**config.mk**
```make
export PLATFORM = sky130hd
export DESIGN_NAME = digital_demod_flat
export DESIGN_NICKNAME = d
export VERILOG_FILES = /design/src/rtl/digimod_pkg.sv /design/src/rtl/digital_demod_if.sv /design/src/rtl/digital_demod_bit_fifo.sv /design/src/rtl/digital_demod.sv /design/src/flat_wrapper.sv
export SDC_FILE = /design/constraint.sdc
export NUM_CORES = 1
export LEC_CHECK = 0
export BUFFER_PORTS_ARGS = -buffer_cell sky130_fd_sc_hd__buf_4
export CORE_MARGIN = 1.5
export CORE_UTILIZATION = 40
export DETAILED_ROUTE_END_ITERATION = 8
export HOLD_SLACK_MARGIN = 0.1
export PLACE_DENSITY = 0.57
export SYNTH_ARGS = -nofsm -noshare
export SYNTH_HDL_FRONTEND = slang
export SYNTH_SLANG_ARGS = --single-unit
```
**constraint.sdc**
```tcl
create_clock -name CLK -period 5.71 [get_ports CLK]
set_clock_uncertainty 0.15 [all_clocks]
set_input_delay 1.142 -clock CLK [delete_from_list [all_inputs] [get_ports CLK]]
set_output_delay 1.142 -clock CLK [all_outputs]
set_load 0.01 [all_outputs]
```
**src/rtl/digimod_pkg.sv**
```systemverilog
// Shared definitions for the digital demodulator: mode encodings, FSM states
// and the accumulator width helper.
package digimod_pkg;

  localparam logic [1:0] MOD_ASK  = 2'd0;
  localparam logic [1:0] MOD_BPSK = 2'd1;
  localparam logic [1:0] MOD_BFSK = 2'd2;
  localparam logic [1:0] MOD_RSVD = 2'd3;

  typedef enum logic [1:0] {
    IDLE   = 2'd0,
    ACQ    = 2'd1,
    DECIDE = 2'd2
  } demodState_t;

  // Headroom for SPS full-scale samples plus one bit so |A| never wraps.
  function automatic int accW(input int sampleW, input int sps);
    return sampleW + $clog2(sps) + 1;
  endfunction

endpackage

```
**src/rtl/digital_demod_if.sv**
```systemverilog
// Sample, mode and bit-read signals of the demodulator; the sample source and
// bit sink use the master modport, the demodulator the slave modport.
interface digital_demod_if #(
  parameter int SAMPLE_W = 16
);
  logic [1:0]                 SELMod;
  logic signed [SAMPLE_W-1:0] sIn;
  logic                       sValid;
  logic                       rEN;
  logic                       dOut;
  logic                       dValid;
  logic                       bEmpty;
  logic                       bFull;
  logic                       bOvf;

  modport master (
    output SELMod, sIn, sValid, rEN,
    input  dOut, dValid, bEmpty, bFull, bOvf
  );

  modport slave (
    input  SELMod, sIn, sValid, rEN,
    output dOut, dValid, bEmpty, bFull, bOvf
  );
endinterface

```
**src/rtl/digital_demod_bit_fifo.sv**
```systemverilog
// 1-bit synchronous FIFO with registered read data/strobe and sticky overflow.
// A write into a full FIFO succeeds when a read is accepted on the same edge.
module bit_fifo #(
  parameter int DEPTH = 8
) (
  input  logic CLK,
  input  logic RESET,
  input  logic wrEn,
  input  logic wrBit,
  input  logic rdEn,
  output logic dOut,
  output logic dValid,
  output logic empty,
  output logic full,
  output logic ovf
);
  localparam int AW = $clog2(DEPTH);

  logic [DEPTH-1:0] mem;
  logic [AW:0]      wPtr, rPtr, wPtrNext, rPtrNext;
  logic             rdOk, wrOk;

  always_comb begin
    rdOk     = rdEn && !empty;
    wrOk     = wrEn && (!full || rdOk);
    wPtrNext = wPtr + {{AW{1'b0}}, wrOk};
    rPtrNext = rPtr + {{AW{1'b0}}, rdOk};
  end

  always_ff @(posedge CLK or posedge RESET) begin
    if (RESET) begin
      mem    <= '0;
      wPtr   <= '0;
      rPtr   <= '0;
      dOut   <= 1'b0;
      dValid <= 1'b0;
      empty  <= 1'b1;
      full   <= 1'b0;
      ovf    <= 1'b0;
    end else begin
      wPtr   <= wPtrNext;
      rPtr   <= rPtrNext;
      dValid <= rdOk;
      if (wrOk)
        mem[wPtr[AW-1:0]] <= wrBit;
      if (rdOk)
        dOut <= mem[rPtr[AW-1:0]];
      // Flags track the pointers as they will be after this edge.
      empty <= (wPtrNext == rPtrNext);
      full  <= (wPtrNext == {~rPtrNext[AW], rPtrNext[AW-1:0]});
      if (wrEn && full && !rdOk)
        ovf <= 1'b1;
    end
  end
endmodule

```
**src/rtl/digital_demod.sv**
```systemverilog
// Symbol-rate correlating demodulator (ASK / BPSK / BFSK) feeding a bit FIFO.
// BFSK and its A2/f2 path exist only when DIGIMOD_FSK_EN is defined.
//
// state  | meaning
// IDLE   | no sample seen since reset
// ACQ    | accumulating the current symbol
// DECIDE | one cycle: push decided bit; a sample here is phase 0 of next symbol
module digital_demod
  import digimod_pkg::*;
#(
  parameter int SPS      = 16,
  parameter int SAMPLE_W = 16,
  parameter int DEPTH    = 8,
  parameter int ASK_TH   = 4096
) (
  input logic             CLK,
  input logic             RESET,
  digital_demod_if.slave  bus
);
  localparam int ACC_W = accW(SAMPLE_W, SPS);
  localparam int PW    = $clog2(SPS);
  localparam logic [PW-1:0] LAST_PH = PW'(SPS - 1);

  typedef logic signed [ACC_W-1:0] acc_t;
  localparam acc_t ASK_THR = acc_t'(ASK_TH);

  demodState_t state, stateNext;

  logic [PW-1:0]              phase, phReg;
  logic signed [SAMPLE_W-1:0] sReg;
  logic                       vReg;
  logic [1:0]                 modeReg;
  acc_t                       a1, a1Next, term1, sExt, negS;
  logic                       bitNext, modeWr, pendBit, pendWr;
  logic                       accEn, symEnd, fifoWr;
`ifdef DIGIMOD_FSK_EN
  acc_t                       a2, a2Next, term2;
  logic [ACC_W-1:0]           absA1, absA2;
`endif

  // Sample capture stage; the mode is frozen with the phase-0 sample.
  always_ff @(posedge CLK or posedge RESET) begin
    if (RESET) begin
      phase   <= '0;
      phReg   <= '0;
      sReg    <= '0;
      vReg    <= 1'b0;
      modeReg <= MOD_ASK;
    end else begin
      vReg <= bus.sValid;
      if (bus.sValid) begin
        sReg  <= bus.sIn;
        phReg <= phase;
        phase <= phase + PW'(1);
        if (phase == '0)
          modeReg <= bus.SELMod;
      end
    end
  end

  always_comb begin
    sExt    = acc_t'(sReg);
    negS    = -sExt;
    term1   = '0;
    modeWr  = 1'b0;
    case (modeReg)
      MOD_ASK: begin
        term1  = sReg[SAMPLE_W-1] ? negS : sExt;
        modeWr = 1'b1;
      end
      MOD_BPSK: begin
        term1  = phReg[PW-1] ? negS : sExt;
        modeWr = 1'b1;
      end
`ifdef DIGIMOD_FSK_EN
      MOD_BFSK: begin
        term1  = phReg[PW-1] ? negS : sExt;
        modeWr = 1'b1;
      end
`endif
      default: ;
    endcase
    a1Next = a1 + term1;
`ifdef DIGIMOD_FSK_EN
    term2  = (modeReg == MOD_BFSK) ? (phReg[PW-2] ? negS : sExt) : '0;
    a2Next = a2 + term2;
    absA1  = a1Next[ACC_W-1] ? -a1Next : a1Next;
    absA2  = a2Next[ACC_W-1] ? -a2Next : a2Next;
`endif
    bitNext = 1'b0;
    case (modeReg)
      MOD_ASK:  bitNext = (a1Next >= ASK_THR);
      MOD_BPSK: bitNext = !a1Next[ACC_W-1];
`ifdef DIGIMOD_FSK_EN
      MOD_BFSK: bitNext = (absA2 > absA1);
`endif
      default:  bitNext = 1'b0;
    endcase
  end

  always_ff @(posedge CLK or posedge RESET) begin
    if (RESET)
      state <= IDLE;
    else
      state <= stateNext;
  end

  always_comb begin
    stateNext = state;
    accEn     = 1'b0;
    symEnd    = 1'b0;
    fifoWr    = 1'b0;
    case (state)
      IDLE: begin
        if (vReg) begin
          accEn     = 1'b1;
          stateNext = ACQ;
        end
      end
      ACQ: begin
        if (vReg) begin
          accEn = 1'b1;
          if (phReg == LAST_PH) begin
            symEnd    = 1'b1;
            stateNext = DECIDE;
          end
        end
      end
      DECIDE: begin
        fifoWr    = pendWr;
        accEn     = vReg;
        stateNext = ACQ;
      end
      default: stateNext = IDLE;
    endcase
  end

  always_ff @(posedge CLK or posedge RESET) begin
    if (RESET) begin
      a1      <= '0;
      pendBit <= 1'b0;
      pendWr  <= 1'b0;
    end else if (symEnd) begin
      a1      <= '0;
      pendBit <= bitNext;
      pendWr  <= modeWr;
    end else if (accEn) begin
      a1 <= a1Next;
    end
  end

`ifdef DIGIMOD_FSK_EN
  always_ff @(posedge CLK or posedge RESET) begin
    if (RESET)
      a2 <= '0;
    else if (symEnd)
      a2 <= '0;
    else if (accEn)
      a2 <= a2Next;
  end
`endif

  bit_fifo #(.DEPTH(DEPTH)) uFifo (
    .CLK    (CLK),
    .RESET  (RESET),
    .wrEn   (fifoWr),
    .wrBit  (pendBit),
    .rdEn   (bus.rEN),
    .dOut   (bus.dOut),
    .dValid (bus.dValid),
    .empty  (bus.bEmpty),
    .full   (bus.bFull),
    .ovf    (bus.bOvf)
  );
endmodule
```
**src/flat_wrapper.sv**
```systemverilog
// flat-port wrapper written by rule: the top's interface ports become plain ports
module digital_demod_flat import digimod_pkg::*;
#(
  parameter int SPS      = 16,
  parameter int SAMPLE_W = 16,
  parameter int DEPTH    = 8,
  parameter int ASK_TH   = 4096
)
  (CLK, RESET, bus_SELMod, bus_sIn, bus_sValid, bus_rEN, bus_dOut, bus_dValid, bus_bEmpty, bus_bFull, bus_bOvf);
  digital_demod_if #(.SAMPLE_W(SAMPLE_W)) bus_i ();
  input logic CLK;
  input logic RESET;
  input wire logic [$bits(bus_i.SELMod)-1:0] bus_SELMod;
  input wire logic [$bits(bus_i.sIn)-1:0] bus_sIn;
  input wire logic [$bits(bus_i.sValid)-1:0] bus_sValid;
  input wire logic [$bits(bus_i.rEN)-1:0] bus_rEN;
  output wire logic [$bits(bus_i.dOut)-1:0] bus_dOut;
  output wire logic [$bits(bus_i.dValid)-1:0] bus_dValid;
  output wire logic [$bits(bus_i.bEmpty)-1:0] bus_bEmpty;
  output wire logic [$bits(bus_i.bFull)-1:0] bus_bFull;
  output wire logic [$bits(bus_i.bOvf)-1:0] bus_bOvf;
  assign bus_i.SELMod = bus_SELMod;
  assign bus_i.sIn = bus_sIn;
  assign bus_i.sValid = bus_sValid;
  assign bus_i.rEN = bus_rEN;
  assign bus_dOut = bus_i.dOut;
  assign bus_dValid = bus_i.dValid;
  assign bus_bEmpty = bus_i.bEmpty;
  assign bus_bFull = bus_i.bFull;
  assign bus_bOvf = bus_i.bOvf;
  digital_demod #(.SPS(SPS), .SAMPLE_W(SAMPLE_W), .DEPTH(DEPTH), .ASK_TH(ASK_TH)) u_core (.CLK(CLK), .RESET(RESET), .bus(bus_i));
endmodule
```
# After elaboration in Yosys (flattened, before gate mapping)
# Cells that the tools add are included.
[totals]
reg_bits = 73
inputBits = 22
elab_cells = 76
[classes]
addsub = 5
magnitude_cmp = 4
n_eq_ne = 9
mux = 22
bitwise = 1
reduce_logical = 18
[ops]
columns = ["operator", "n"]
rows = [
  ["two-way mux 21 bit", 4],
  ["case mux 21 bit (2 select lines)", 1],
  ["adder 21 bit", 1],
  ["greater-or-equal comparator 21 x 14 -> 1 bit (second input constant)", 1],
  ["negation 16 -> 21 bit", 1],
  ["adder 4 x 1 -> 4 bit", 2],
  ["bitwise mux 8 bit", 1],
  ["== test 4 bit", 2],
  ["< comparator 3 x 4 -> 1 bit (second input constant)", 2],
  ["two-way mux 1 bit", 8],
  ["two-way mux 2 bit", 3],
  ["inequality test 2 x 1 -> 1 bit (second input constant)", 3],
  ["case mux 2 bit (3 select lines)", 1],
  ["logical AND 1 bit", 5],
  ["adder 4 x 1 -> 4 bit (second input constant)", 1],
  ["== test 2 x 1 -> 1 bit (second input constant)", 2],
  ["== test 4 bit (second input constant)", 1],
  ["zero test 1 bit", 4],
  ["zero test 2 bit", 2],
  ["zero test 4 bit", 1],
  ["case mux 1 bit (2 select lines)", 2],
  ["OR reduction 2 bit", 2],
  ["binary-select mux 1 bit (select 3 bit)", 1],
  ["demux 1 bit (select 3 bit)", 1],
  ["other kinds (7)", 7],
]

# Longest topological paths before layout
[logic_depth]
word_depth = 6
depth_mapped = 19

# Modules after synthesis
# A second synthesis with hierarchy kept.
[unflattened]
hier_cells = 493
hier_area_um2 = 4678.2
[by_module_without_submodules]
columns = ["module", "instances", "cells_per_inst", "area_each_um2", "seq_area_each_um2"]
rows = [
  ["digital_demod", 1, 416, 3678.5, 1301.2],
  ["bit_fifo", 1, 77, 999.7, 526.8],
]

# Least setup slack after synthesis
# No wires, ideal clock.
[synth_path]
kind = "reg2reg"
start = "register u_core.modeReg[0]"
end = "register u_core.pendBit"
t_arrival_ps = 3391
slack_ps = 2029
stages_incl_launch_ff = 15
n_path_buf = 2
path_cell_list = "dfrtp_1 > clkbuf_1 > mux2i_1 > clkbuf_1 > a21oi_1 > xnor2_1 > nor2_1 > ha_1 > a21o_1 > a221o_1 > a311o_1 > a21o_1 > a21oi_2 > xor2_1 > a41oi_1"
[synth_via]
elab_chain_len = 5
[synth_lines]
columns = ["element", "line_no", "source"]
rows = [
  ["start, declared", "digital_demod.sv:32", "logic [1:0] modeReg;"],
  ["start signal, assigned", "digital_demod.sv:56", "modeReg <= bus.SELMod;"],
  ["== test 2 x 1 -> 1 bit / zero test 2 bit (equally long branches)", "digital_demod.sv:66, digital_demod.sv:91", ""],
  ["case mux 21 bit (2 select lines)", "digital_demod.sv:66", "case (modeReg)"],
  ["adder 21 bit", "digital_demod.sv:83", "a1Next = a1 + term1;"],
  ["greater-or-equal comparator 21 x 14 -> 1 bit / zero test 1 bit (equally long branches)", "digital_demod.sv:92, digital_demod.sv:93", ""],
  ["case mux 1 bit (2 select lines) (*)", "digital_demod.sv:91", "case (modeReg)"],
  ["end signal, assigned", "digital_demod.sv:145", "pendBit <= bitNext;"],
  ["end, declared", "digital_demod.sv:34", "logic bitNext, modeWr, pendBit, pendWr;"],
]
# Mark *: on every way between the ends. The rest lies on a longest branch, timed or not.
# A chain may end at the register's enable or synchronous reset.

# Worst setup path after layout
# Same ends and word-level chain as after synthesis.

==> results.txt <==
Leak - 2.40 nW
WL per Instance - 15.8 µm
Vias/cell - 5.41
Share of flip-flops with an asynchronous set or reset - 1.00
Total negative setup slack - 0 ns
Chip Width - 110 µm
Crit path time final - 4.32 ns
P&R area growth vs syn - 13.6%
Final #Nets - 558
Adder-cell share of the synthesized area - 0.0937
CP Data Required Time - 5.75 ns
Status - finished, final reports clean
Seq/Total Area, Yosys - 0.396
Synth cell types - 52
Largest fanout on the critical path - 11
Max Fclk - 232 MHz
Vias in the first global route - 3585
Max-slew headroom - 0.370
Peak VDD IR - 0.000257 V
Worst Path Arrival - 4.36 ns
Max-slew violation count - 0
Clock-pin slew on the worst setup and hold paths - 0.06 ns
Largest net degree at the start of global routing - 46
Post CTS Setup Buffer Count - 0
Area of the multi-input gates - 2660 µm²
Syn Area/Cell - 9.59 µm²
CP startpoint kind - flip-flop
RSZ-0062 raised after global routing - no
Most used DFF post-synth - dfrtp_1
Iter 0 DRT Violations - 143
XOR/XNOR Fraction of Synth Area - 0.0758
Detailed Routing Iterations Pass 1 - 4
Layout cells sized above 1 - 0.148
Clock Tree Root - clkbuf_16
Post-Syn Nets - 538
Antenna-violating nets left - 0
Worst min-delay path class - reg -> reg
Via count - 3519
Core Area - 11300 µm²
Worst-skew pair later-pin latency - 0.33 ns
Grt total ovfl - 0
Sink Count - 73
Design area - 5250 µm²
Warning count from the yosys run - 0
Dpl hpwl - 7570 µm
# resized after CTS - 0
Row cnt - 39
Max-cap viol count - 0
Crit path kind - reg -> reg
Global Route Usage Sum - 0.177
Post-Syn Instances - 482
Longest Clk Path Bufs - 2
Number of H-tree levels - 3
Worst setup EP type - flip-flop
Initial antenna violation count - 0
Initial Util - 0.408
Compound-Gate Fraction of Synth Area - 0.156
Power Density - 568 nW/µm²
CTS tree - yes
Worst Tran Pin Value - 0.944 ns
# diodes - 0
Fraction of synthesized area in multiplexers - 0.0929
Gp weighted congestion - 0.849
Largest family of logic cells by synthesized area - simple AND/OR/NAND/NOR gates
Number of synthesized flops with an enable pin - 0
Fillers - 1089
Height of the die - 110 µm
DRC - 0
Endpoints failing hold - 0
CTS buffer count - 9
IO Pins - 27
First-pass GRT wire length - 17500 µm
Endpoints failing setup - 0
Fin crit share - 0.756
#FFs+latches synth - 73
Fin Hold WS - 0.329 ns
Post-Place Cell Area - 4930 µm²
Port bufs - 26
Register area - 1830 µm²
Place WS - 1.43 ns
Die Footprint - 12200 µm²
# hold bufs at CTS - 0
Worst Slack Setup Final - 1.39 ns
Final WL - 10300 µm
Mapped Area - 4620 µm²
Post-synthesis simple-gate area fraction - 0.157
-- power by group --
| part | leakage, nW | switching [mW] | internal (mW) |
|---|---|---|---|
| Combinational | 1.34 | 0.866 | 0.662 |
| Clock | 0.154 | 0.211 | 0.394 |
| Sequential | 0.901 | 0.169 | 0.677 |
-- cells by family after synthesis --
logic type | Yosys count
buffers and inverters | 34
adders and majority gates | 34
and+or+nand+nor | 152
muxes | 37
xor gates and xnor gates | 40
AOI/OAI and AO/OA | 112
DFF | 73
-- synthesized netlist by cell type (11+ instances only) --
cell type	count	area [µm²]
clkbuf_1	15	56.3
nand3_1	11	55.1
a21oi_1	28	140
mux2_2	27	304
o21ai_0	29	145
nor2_1	37	139
nand2_1	50	188
xor2_1	22	193
ha_1	33	413
xnor2_1	18	158
inv_1	15	56.3
dfrtp_1	72	1800
-- layout by cell type, fill, tap and decap left out, types with 18 or more instances in the layout --
master   synthesis  layout
nor2_1          37      37
xnor2_1         18      18
mux2_2          27      27
xor2_1          22      22
buf_4            0      28
a21oi_1         28      28
ha_1            33      33
o21ai_0         29      29
nand2_1         50      50
dfrtp_1         72      72
-- through the flow --
stage / cells / utilization / total power [mW]
after floorplan: 482 / - / 2.03
after global placement: 634 / 0.436 / 2.34
after detailed placement: 634 / 0.436 / 2.37
after CTS: 650 / 0.464 / 2.99
after global routing: 650 / 0.464 / 3.22
final: 650 / 0.464 / 2.98
-- layout make-up --
cell class / instances / share of cell area
multi-input cells: 375 / 0.507
flip-flops and latches: 73 / 0.348
clock buffers: 13 / 0.0477
repair buffers: 28 / 0.0400
well taps: 143 / 0.0341
clock inverters: 3 / 0.0124
inverters: 15 / 0.0107
-- layer usage --
layer | track usage | vias to the layer above | part of all wire
li1 | - | 1773 | -
met1 | 0.218 | 1700 | 0.46
met2 | 0.313 | 42 | 0.51
met3 | 0.0296 | 4 | 0.021
met4 | 0.0615 | 0 | 0.0076
met5 | 0 | - | 0
-- critical path, stage by stage (launching register included) --
cell	delay [ns]
dfrtp_1	0.64
mux2i_1	0.70
a21oi_1	0.13
xnor2_1	0.24
nor2_1	0.08
ha_1	0.37
a21o_1	0.24
a221o_1	0.45
a311o_1	0.43
a21o_1	0.22
a21oi_2	0.14
xor2_1	0.24
a41oi_1	0.15
-- path summary, 6_finish.rpt --
check | end | slack (ns) | start | cells past startpoint
max in group asynchronous | u_core.a1[20] | 3.57 | RESET | 3
hold reg to reg | u_core.uFifo.dOut | 0.33 | u_core.uFifo.dOut | 2
setup / recovery | u_core.pendBit | 1.39 | u_core.modeReg[0] | 12
min in group asynchronous | u_core.phase[1] | 0.89 | RESET | 2
setup reg to reg | u_core.pendBit | 1.39 | u_core.modeReg[0] | 12
hold / removal | u_core.uFifo.dOut | 0.33 | u_core.uFifo.dOut | 2
-- state kept, by name, summed over array words and instances, names as in the netlist, 2 cells and up --
signal and flops:
u_core.sReg 16, u_core.uFifo.wPtr 4, u_core.state 2, u_core.uFifo.mem 8, u_core.uFifo.rPtr 4, u_core.modeReg 2
u_core.phReg 4, u_core.a1 21, u_core.phase 4
(Power assumes the default switching activity.)
